--- src/rtl/imm_decode_stage_if.sv ---
// ---------------------------------------------------------------------------
// imm_decode_stage_if
// Bundles the fetch-side and execute-side handshakes of the immediate decode
// stage, plus the synchronous flush.
//   in_valid/in_ready/in_instr : instruction stream from fetch
//   flush                      : kill everything held and arriving this cycle
//   out_valid/out_ready        : decoded entry stream toward execute
//   out_instr/out_imm/out_fmt/out_illegal : payload of the presented entry
// Modports: slave = the decode stage, master = whoever drives/consumes it.
// ---------------------------------------------------------------------------
interface imm_decode_stage_if #(
  parameter int DATA_W = 64
) ();
  logic              in_valid;
  logic              in_ready;
  logic [31:0]       in_instr;
  logic              flush;
  logic              out_valid;
  logic              out_ready;
  logic [31:0]       out_instr;
  logic [DATA_W-1:0] out_imm;
  logic [2:0]        out_fmt;
  logic              out_illegal;

  modport slave (
    input  in_valid, in_instr, flush, out_ready,
    output in_ready, out_valid, out_instr, out_imm, out_fmt, out_illegal
  );

  modport master (
    output in_valid, in_instr, flush, out_ready,
    input  in_ready, out_valid, out_instr, out_imm, out_fmt, out_illegal
  );
endinterface

--- src/rtl/imm_decode_stage.sv ---
// ---------------------------------------------------------------------------
// imm_decode_stage
// Decodes the immediate field of a LEGv8 instruction word and hands the
// result to execute through a 2-entry (output register + skid register)
// in-order buffer.
// Ports:
//   clk   : rising-edge clock
//   reset : asynchronous, active-low reset
//   bus   : imm_decode_stage_if.slave (handshakes, payload, flush)
//
// Handshake: a transfer happens on a rising edge where valid & ready are both
// high on that side. in_ready is registered and depends only on whether the
// skid entry is occupied; out payload is stable while out_valid & !out_ready.
// flush discards both held entries and any input offered in the same cycle,
// and no output transfer is considered to happen in a flush cycle.
// ---------------------------------------------------------------------------
module imm_decode_stage #(
  parameter int DATA_W = 64
) (
  input logic                clk,
  input logic                reset,
  imm_decode_stage_if.slave  bus
);

  localparam logic [2:0] FMT_NONE  = 3'd0;
  localparam logic [2:0] FMT_B     = 3'd1;
  localparam logic [2:0] FMT_CB    = 3'd2;
  localparam logic [2:0] FMT_D     = 3'd3;
  localparam logic [2:0] FMT_I     = 3'd4;
  localparam logic [2:0] FMT_IW    = 3'd5;
  localparam logic [2:0] FMT_SHAMT = 3'd6;

  typedef struct packed {
    logic [31:0]       instr;
    logic [DATA_W-1:0] imm;
    logic [2:0]        fmt;
    logic              illegal;
  } entry_t;

  entry_t dec;
  entry_t out_q, out_d;
  entry_t skid_q, skid_d;
  logic   out_valid_q, out_valid_d;
  logic   skid_valid_q, skid_valid_d;
  logic   in_ready_q, in_ready_d;
  logic   accept;
  logic   out_fire;

  // Combinational decode of the incoming word; opcode matches are exclusive.
  always_comb begin
    logic [31:0] i;
    i           = bus.in_instr;
    dec.instr   = i;
    dec.fmt     = FMT_NONE;
    dec.imm     = '0;
    if (i[31:26] == 6'b000101 || i[31:26] == 6'b100101) begin
      dec.fmt = FMT_B;
      dec.imm = {{36{i[25]}}, i[25:0], 2'b00};
    end else if (i[31:24] == 8'b10110100 || i[31:24] == 8'b10110101 ||
                 i[31:24] == 8'b01010100) begin
      dec.fmt = FMT_CB;
      dec.imm = {{43{i[23]}}, i[23:5], 2'b00};
    end else if (i[31:21] == 11'b11111000010 || i[31:21] == 11'b11111000000) begin
      dec.fmt = FMT_D;
      dec.imm = {{55{i[20]}}, i[20:12]};
    end else if (i[31:22] == 10'b1001000100 || i[31:22] == 10'b1101000100 ||
                 i[31:22] == 10'b1001001000 || i[31:22] == 10'b1011001000) begin
      dec.fmt = FMT_I;
      dec.imm = {52'd0, i[21:10]};
    end else if (i[31:23] == 9'b110100101 || i[31:23] == 9'b111100101) begin
      dec.fmt = FMT_IW;
      // instr[22:21] selects which 16-bit halfword receives the field.
      dec.imm = {48'd0, i[20:5]} << {i[22:21], 4'b0000};
    end else if (i[31:21] == 11'b11010011011 || i[31:21] == 11'b11010011010) begin
      dec.fmt = FMT_SHAMT;
      dec.imm = {58'd0, i[15:10]};
    end
    dec.illegal = (dec.fmt == FMT_NONE);
  end

  assign accept   = bus.in_valid & in_ready_q;
  assign out_fire = out_valid_q & bus.out_ready;

  // Buffer control. The skid entry only fills while the output register is
  // stalled, and since in_ready is low whenever skid is full, an accept and
  // an occupied skid never coincide.
  always_comb begin
    out_d        = out_q;
    skid_d       = skid_q;
    out_valid_d  = out_valid_q;
    skid_valid_d = skid_valid_q;
    if (bus.flush) begin
      out_valid_d  = 1'b0;
      skid_valid_d = 1'b0;
    end else if (!out_valid_q || out_fire) begin
      if (skid_valid_q) begin
        out_d        = skid_q;
        out_valid_d  = 1'b1;
        skid_valid_d = 1'b0;
      end else if (accept) begin
        out_d       = dec;
        out_valid_d = 1'b1;
      end else begin
        out_valid_d = 1'b0;
      end
    end else if (accept) begin
      skid_d       = dec;
      skid_valid_d = 1'b1;
    end
    in_ready_d = !skid_valid_d;
  end

  always_ff @(posedge clk or negedge reset) begin
    if (!reset) begin
      out_q        <= '0;
      skid_q       <= '0;
      out_valid_q  <= 1'b0;
      skid_valid_q <= 1'b0;
      in_ready_q   <= 1'b0;
    end else begin
      out_q        <= out_d;
      skid_q       <= skid_d;
      out_valid_q  <= out_valid_d;
      skid_valid_q <= skid_valid_d;
      in_ready_q   <= in_ready_d;
    end
  end

  assign bus.in_ready    = in_ready_q;
  assign bus.out_valid   = out_valid_q;
  assign bus.out_instr   = out_q.instr;
  assign bus.out_imm     = out_q.imm;
  assign bus.out_fmt     = out_q.fmt;
  assign bus.out_illegal = out_q.illegal;

endmodule

--- src/flat_wrapper.sv ---
// flat-port wrapper written by rule: the top's interface ports become plain ports
module imm_decode_stage_flat 
#(
  parameter int DATA_W = 64
)
  (clk, reset, bus_in_valid, bus_in_instr, bus_flush, bus_out_ready, bus_in_ready, bus_out_valid, bus_out_instr, bus_out_imm, bus_out_fmt, bus_out_illegal);
  imm_decode_stage_if #(.DATA_W(DATA_W)) bus_i ();
  input logic clk;
  input logic reset;
  input wire logic [$bits(bus_i.in_valid)-1:0] bus_in_valid;
  input wire logic [$bits(bus_i.in_instr)-1:0] bus_in_instr;
  input wire logic [$bits(bus_i.flush)-1:0] bus_flush;
  input wire logic [$bits(bus_i.out_ready)-1:0] bus_out_ready;
  output wire logic [$bits(bus_i.in_ready)-1:0] bus_in_ready;
  output wire logic [$bits(bus_i.out_valid)-1:0] bus_out_valid;
  output wire logic [$bits(bus_i.out_instr)-1:0] bus_out_instr;
  output wire logic [$bits(bus_i.out_imm)-1:0] bus_out_imm;
  output wire logic [$bits(bus_i.out_fmt)-1:0] bus_out_fmt;
  output wire logic [$bits(bus_i.out_illegal)-1:0] bus_out_illegal;
  assign bus_i.in_valid = bus_in_valid;
  assign bus_i.in_instr = bus_in_instr;
  assign bus_i.flush = bus_flush;
  assign bus_i.out_ready = bus_out_ready;
  assign bus_in_ready = bus_i.in_ready;
  assign bus_out_valid = bus_i.out_valid;
  assign bus_out_instr = bus_i.out_instr;
  assign bus_out_imm = bus_i.out_imm;
  assign bus_out_fmt = bus_i.out_fmt;
  assign bus_out_illegal = bus_i.out_illegal;
  imm_decode_stage #(.DATA_W(DATA_W)) u_core (.clk(clk), .reset(reset), .bus(bus_i));
endmodule
--- config.mk ---
export PLATFORM = sky130hd
export DESIGN_NAME = imm_decode_stage_flat
export DESIGN_NICKNAME = d
export VERILOG_FILES = /design/src/rtl/imm_decode_stage_if.sv /design/src/rtl/imm_decode_stage.sv /design/src/flat_wrapper.sv
export SDC_FILE = /design/constraint.sdc
export NUM_CORES = 1
export LEC_CHECK = 0
export CAP_MARGIN = 40
export CORE_MARGIN = 10
export CORE_UTILIZATION = 50
export DETAILED_ROUTE_END_ITERATION = 10
export MAX_ROUTING_LAYER = met4
export PLACE_DENSITY = 0.74
export SLEW_MARGIN = 20
export SYNTH_ARGS = -nofsm -noshare
export SYNTH_HDL_FRONTEND = slang
export SYNTH_SLANG_ARGS = --single-unit
--- constraint.sdc ---
create_clock -name clk -period 2.34 [get_ports clk]
set_input_delay 0.468 -clock clk [delete_from_list [all_inputs] [get_ports clk]]
set_output_delay 0.468 -clock clk [all_outputs]
set_load 0.02 [all_outputs]
==> metrics.md, run 1 <==
| Metric | Value |
|---|---|
| Worst skew pair latency | 0.50 ns |
| Total wire length | 31430 um |
| First-pass GRT wire length | 50330 um |
| Sequential element share of the synthesized area | 0.5280 |
| GRT overflow | 0 |
| Pleak | 5.561 nW |
| ANT nets after route | 0 |
| CTS sink count | 203 |
| Synthesis Warnings | 0 |
| CP Cell Sequence | clkdlybuf4s50_1 -> or4b_1 -> a211o_4 -> buf_4 -> nand3_1 -> a221oi_1 -> o41ai_1 |
| CP arrival | 2.65 ns |
| Synth Area in Compound Gates | 0.2172 |
| Avg Synthesized Cell Area | 9.314 sq um |
| IO Pins | 139 |
| CTS tree | yes |
| Layout cell share with drive strength beyond 1 | 0.1537 |
| Final setup viols | 0 |
| Crit Path Class | in -> reg |
| Outcome | finished with violations |
| Most frequent cells in the layout | 213 x nand2_1, 202 x dfrtp_1, 133 x clkdlybuf4s50_1 |
| Worst-margin pin slew | 0.7873 ns |
| Clock Skews | 0.009542 ns |
| Mapped Cells | 1033 |
| Mapped Area | 9622 sq um |
| Cell area after layout | 12830 sq um |
| Unique cell type count in the Yosys netlist | 63 |
| Final core occ | 0.6811 |
| Vias | 8919 |
| Drt first pass iters | 6 |
| Hold Buf Count CTS | 0 |
| EDFF count, synth | 0 |
| Tmin final | 2.261 ns |
| Die Span Y | 158.7 um |
| Nets | 1253 |
| Total GRT Usage | 0.2486 |
| Clock-pin slew on the worst setup and hold paths | 0.06 ns |
| Largest family of logic cells by synthesized area | compound AO/OA/AOI/OAI gates |
| Primary FF master, synth | dfrtp_1 |
| Wirelength per Cell | 21.09 um |
| PwrDens | 760.1 nW/um^2 |
| Root buf cell | clkbuf_16 |
| Initial antenna violation count | 0 |
| Core area | 18830 sq um |
| Num rows | 50 |
| Post-DP HPWL | 21490 um |
| Critical path launch point type | input port |
| CTS Buf Count | 21 |
| Layout area overhead | 33.30% |
| Peak supply drop | 506.7 uV |
| XOR/XNOR Fraction of Synth Area | 0 |
| Buffers added on ports | 138 |
| Hold Slack | -0.02740 ns |
| Vias in the first global route | 8809 |
| Die X | 158.7 um |
| Die area | 25190 sq um |
| Ant diodes | 0 |
| Hold Vio Cnt, Final | 21 |
| Crit path required time | 2.73 ns |
| Clk buf depth | 3 |
| 1st-iter DRT viols | 970 |
| Final Non-Filler Cells | 1490 |
| Commonest non-fill, non-tap cell in the layout | nand2_1 |
| Pin count of the biggest net entering global routing | 95 |
| Slew HR | 0.4734 |
| RSZ-0062 raised after global routing | no |
| DRC | 0 |
| Placed cell count | 1451 |
| Final GP Congestion | 0.9523 |
| Post-Synth Simple-Gate Area | 0.1701 |
| Adder-Cell Fraction of Synth Area | 0 |
| Multiplexer share of the synthesized area | 0.03667 |
| Slowest cell on crit path | or4b_1 |
| Crit Path Max Fanout | 13 |
| Final number of max-transition violations | 0 |
| #FFs+latches synth | 203 |
| Async set-reset flop share out of synthesis | 1.000 |
| Placed cell areas | 12030 sq um |
| H-tree lvl count | 1 |
| Period Utilization, post-route | 0.9663 |
| Initial core utilization | 0.5110 |
| CP endpoint kind | register |
| Failing checks | hold timing |
| Fmax | 0.4422 GHz |
| HP Class | in -> async |
| Number of max-cap violations | 0 |
| CP max stage delay | 0.58 ns |
| Via/cell ratio | 5.986 |
| Syn Nets | 1070 |
sequential cells by signal (all words and copies together) (netlist names):
name                    cells
u_core.bus.in_ready         1
u_core.bus.out_fmt          3
u_core.bus.out_illegal      1
u_core.bus.out_imm         64
u_core.bus.out_instr       32
u_core.bus.out_valid        1
u_core.skid_q             100
u_core.skid_valid_q         1
kinds of logic after synthesis:
family / Yosys count
AOI/OAI and AO/OA: 326
DFF: 203
muxes: 35
buffers and inverters: 108
and+or+nand+nor: 361
synthesized netlist by cell type, drive strengths merged, types with 8 or more instances:
library cell  instances  area [sq um]
nand2               213         799.5
dfrtp               203          5080
a21oi               107         535.5
o21ai                92         475.5
clkbuf               75         281.5
nor2                 48         182.7
mux2i                33         330.3
buf                  25         151.4
o221ai               25         219.0
and3                 22         137.6
o2bb2ai              18         157.7
nor3                 17         96.35
a211oi               14         130.1
or3                  14         87.58
nand3                12         60.06
a31oi                 9         56.30
inv                   8         30.03
o22ai                 8         50.05
through the flow:
step / power [mW] / setup TNS, ns / worst slack [ns]
floorplan: 5.271 / 0 / 0.06933
CTS: 9.793 / 0 / 0.009474
global route: 10.16 / 0 / 0.005137
finish: 9.749 / 0 / 0.07877
detailed placement: 6.234 / -58.20 / -0.5487
global placement: 6.167 / -54.89 / -0.5248
worst paths after layout:
check / endpoint / depth (start not counted) / slack [ns] / start
worst min register to register: u_core.bus.out_instr[24] / 2 / 0.47 / u_core.bus.out_instr[24]
worst max register to register: u_core.bus.out_imm[36] / 5 / 0.32 / u_core.bus.out_valid
worst max-delay path: u_core.skid_q[9] / 7 / 0.08 / bus_in_instr[29]
max in group asynchronous: u_core.skid_q[54] / 2 / 1.66 / reset
min in group clk: u_core.skid_q[94] / 3 / 0.35 / bus_in_instr[26]
worst min-delay path: u_core.bus.out_instr[4] / 1 / -0.03 / reset
critical path: cells and delay by family:
| kind | cells | cell delay (ns) |
|---|---|---|
| compound gates | 3 | 0.83 |
| simple gates | 2 | 0.71 |
| buf+inv | 2 | 0.62 |
layer usage:
| metal | share of wire | vias up | global-route usage |
|---|---|---|---|
| li1 | - | 4058 | - |
| met1 | 0.43 | 4410 | 0.3320 |
| met2 | 0.47 | 391 | 0.3833 |
| met3 | 0.071 | 60 | 0.04028 |
| met4 | 0.026 | 0 | 0.07270 |
| met5 | 0 | - | - |
what timing repair did:
item                                    in CTS  in global routing
endpoints found under the setup margin      20                 67
endpoints found under the hold margin        0                  0
pin swaps                                    0                  2
resized for setup                            3                  5
setup buffers                                0                  2
final cells by class:
class	instances	area [sq um]
Clock inverter	9	127.6
Clock buffer	28	611.8
Tap cell	260	325.3
Multi-Input combinational cell	722	4139
Inverter	8	30.03
Sequential cell	203	5081
Timing Repair Buffer	260	2511
Fill cell	1507	6005
power breakdown:
part / internal (mW) / total, mW / switching, mW
sequential: 4.05 / 4.36 / 0.308
combinational: 0.810 / 1.82 / 1.01
clock: 2.17 / 3.57 / 1.40
(Power assumes the default switching activity.)
==> inputs of run 2 (changes only) <==
--- a/config.mk
+++ b/config.mk
@@ -11,7 +11,7 @@
 export DETAILED_ROUTE_END_ITERATION = 10
 export MAX_ROUTING_LAYER = met4
 export PLACE_DENSITY = 0.74
-export SLEW_MARGIN = 20
+export RECOVER_POWER = 100
 export SYNTH_ARGS = -nofsm -noshare
 export SYNTH_HDL_FRONTEND = slang
 export SYNTH_SLANG_ARGS = --single-unit
==> run 2 against run 1 <==
Compared with the run above: the run ends with capacitance limit, slew limit left; via count is 0.30% higher; clock power barely moved; routed wire length increased by 0.26%; first-iteration DRC count decreased by 2.8%; final cell count unchanged; maximum frequency about the same; register-to-register slack worse by 0.12 ns; highest routed layer unchanged.
==> metrics.md, run 2 (synthesis results as in run 1) <==
| Metric | Value |
|---|---|
| Outcome | finished with violations |
| Failing checks | capacitance limit, slew limit |
| Wirelength per Cell | 21.15 um |
| Worst skew pair latency | 0.50 ns |
| CP Cell Sequence | clkdlybuf4s50_1 -> or4b_1 -> a211o_4 -> buf_4 -> nand3_1 -> a221oi_1 -> o41ai_1 |
| Core area | 18830 sq um |
| Die area | 25190 sq um |
| Final Non-Filler Cells | 1490 |
| Layout cell share with drive strength beyond 1 | 0.1439 |
| Fmax | 0.4423 GHz |
| Critical path launch point type | input port |
| Layout area overhead | 32.34% |
| GRT overflow | 0 |
| IO Pins | 139 |
| Crit path required time | 2.73 ns |
| Pin count of the biggest net entering global routing | 95 |
| Hold Vio Cnt, Final | 0 |
| Multi-input gate area | 4114 sq um |
| Tmin final | 2.261 ns |
| Top reg by flops | u_core.skid_q |
| Critical Path Start | bus_in_instr[29] |
| CP endpoint kind | register |
| Final GP Congestion | 0.9523 |
| Slew HR | -0.2122 |
| Hold Crit Start | bus_in_instr[26] |
| Number of max-cap violations | 1 |
| CTS tree | yes |
| Period Utilization, post-route | 0.9661 |
| Crit Path Class | in -> reg |
| Commonest non-fill, non-tap cell in the layout | nand2_1 |
| Vias in the first global route | 8809 |
| Fillers | 1525 |
| Final setup viols | 0 |
| First-pass GRT wire length | 50330 um |
| FF/Latch Area | 5081 sq um |
| Cell area after layout | 12730 sq um |
| CP arrival | 2.65 ns |
| Ant diodes | 0 |
| DRC | 0 |
| Nets | 1253 |
| Hold Buf Count CTS | 0 |
| Largest register FFs | 100 |
| R2r startpoint | u_core.skid_valid_q |
| ANT nets after route | 0 |
| Total GRT Usage | 0.2486 |
| Peak supply drop | 500.3 uV |
| Worst-margin pin slew | 1.818 ns |
| Hold Slack | 0.3465 ns |
| Most frequent cells in the layout | 213 x nand2_1, 202 x dfrtp_1, 106 x a21oi_1 |
| 1st-iter DRT viols | 943 |
| HP Class | in -> reg |
| Die X | 158.7 um |
| Initial core utilization | 0.5110 |
| CTS Buf Count | 21 |
| Clock Skews | 0.008264 ns |
| Crit Path Max Fanout | 13 |
| RSZ-0062 raised after global routing | no |
| Drt first pass iters | 5 |
| Clock-pin slew on the worst setup and hold paths | 0.06 ns |
| Buffers added on ports | 138 |
| Clk buf depth | 3 |
| Vias | 8946 |
| CTS sink count | 203 |
| PwrDens | 758.3 nW/um^2 |
| Placed cell areas | 12030 sq um |
| CP max stage delay | 0.58 ns |
| Root buf cell | clkbuf_16 |
| Total wire length | 31510 um |
| Final number of max-transition violations | 66 |
| Num rows | 50 |
| Via/cell ratio | 6.004 |
| Die Span Y | 158.7 um |
| Placed cell count | 1451 |
| Post-DP HPWL | 21490 um |
| Pleak | 5.721 nW |
| Initial antenna violation count | 0 |
| Slowest cell on crit path | or4b_1 |
| H-tree lvl count | 1 |
-- run 2: through the flow --
step / worst slack [ns] / util / total power, mW / setup TNS (ns)
after detailed placement: -0.5487 / 0.6388 / 6.234 / -58.20
after CTS: 0.009474 / 0.6789 / 9.793 / 0
after global routing: 0.003576 / 0.6762 / 10.06 / 0
after global placement: -0.5248 / 0.6388 / 6.167 / -54.89
final: 0.07934 / 0.6762 / 9.655 / 0
after floorplan: 0.06933 / - / 5.271 / 0
-- run 2: final cells by class --
| cell class | instances | share of cell area |
|---|---|---|
| Tap cell | 260 | 0.02555 |
| Clock inverter | 9 | 0.01002 |
| Inverter | 8 | 0.002358 |
| Multi-Input combinational cell | 722 | 0.3231 |
| Timing Repair Buffer | 260 | 0.1919 |
| Sequential cell | 203 | 0.3990 |
| Clock buffer | 28 | 0.04805 |
-- run 2: per-layer routing --
metal  global-route usage  vias up  wire length [um]
met5                    -        -                 0
met4              0.07270        0               907
met3              0.04028       66              2359
met2               0.3833      415             14660
met1               0.3320     4403             13580
li1                     -     4062                 -
-- run 2: repair_timing --
action / CTS / global route
resized for setup: 3 / 5
buffers inserted: 0 / 2
pin swaps: 0 / 2
setup endpoints to repair: 20 / 67
-- run 2: final timing paths --
| check | end | slack (ns) | cells after the start |
|---|---|---|---|
| setup / recovery | u_core.skid_q[9] | 0.08 | 7 |
| hold / removal | u_core.skid_q[94] | 0.35 | 3 |
| setup reg to reg | u_core.skid_valid_q | 0.20 | 5 |
| hold reg to reg | u_core.bus.out_instr[24] | 0.47 | 2 |
| max in group asynchronous | u_core.skid_valid_q | 0.67 | 1 |
| min in group asynchronous | u_core.bus.out_instr[9] | 0.47 | 1 |
-- run 2: critical path: cells and delay by family --
family	cells	cell delay, ns
simple gates	2	0.71
compound gates	3	0.83
buf+inv	2	0.62
-- run 2: where the power goes --
part / leakage, nW / switching [mW] / internal, mW
logic: 2.77 / 1.01 / 0.728
clock network: 0.358 / 1.40 / 2.17
registers: 2.59 / 0.298 / 4.05
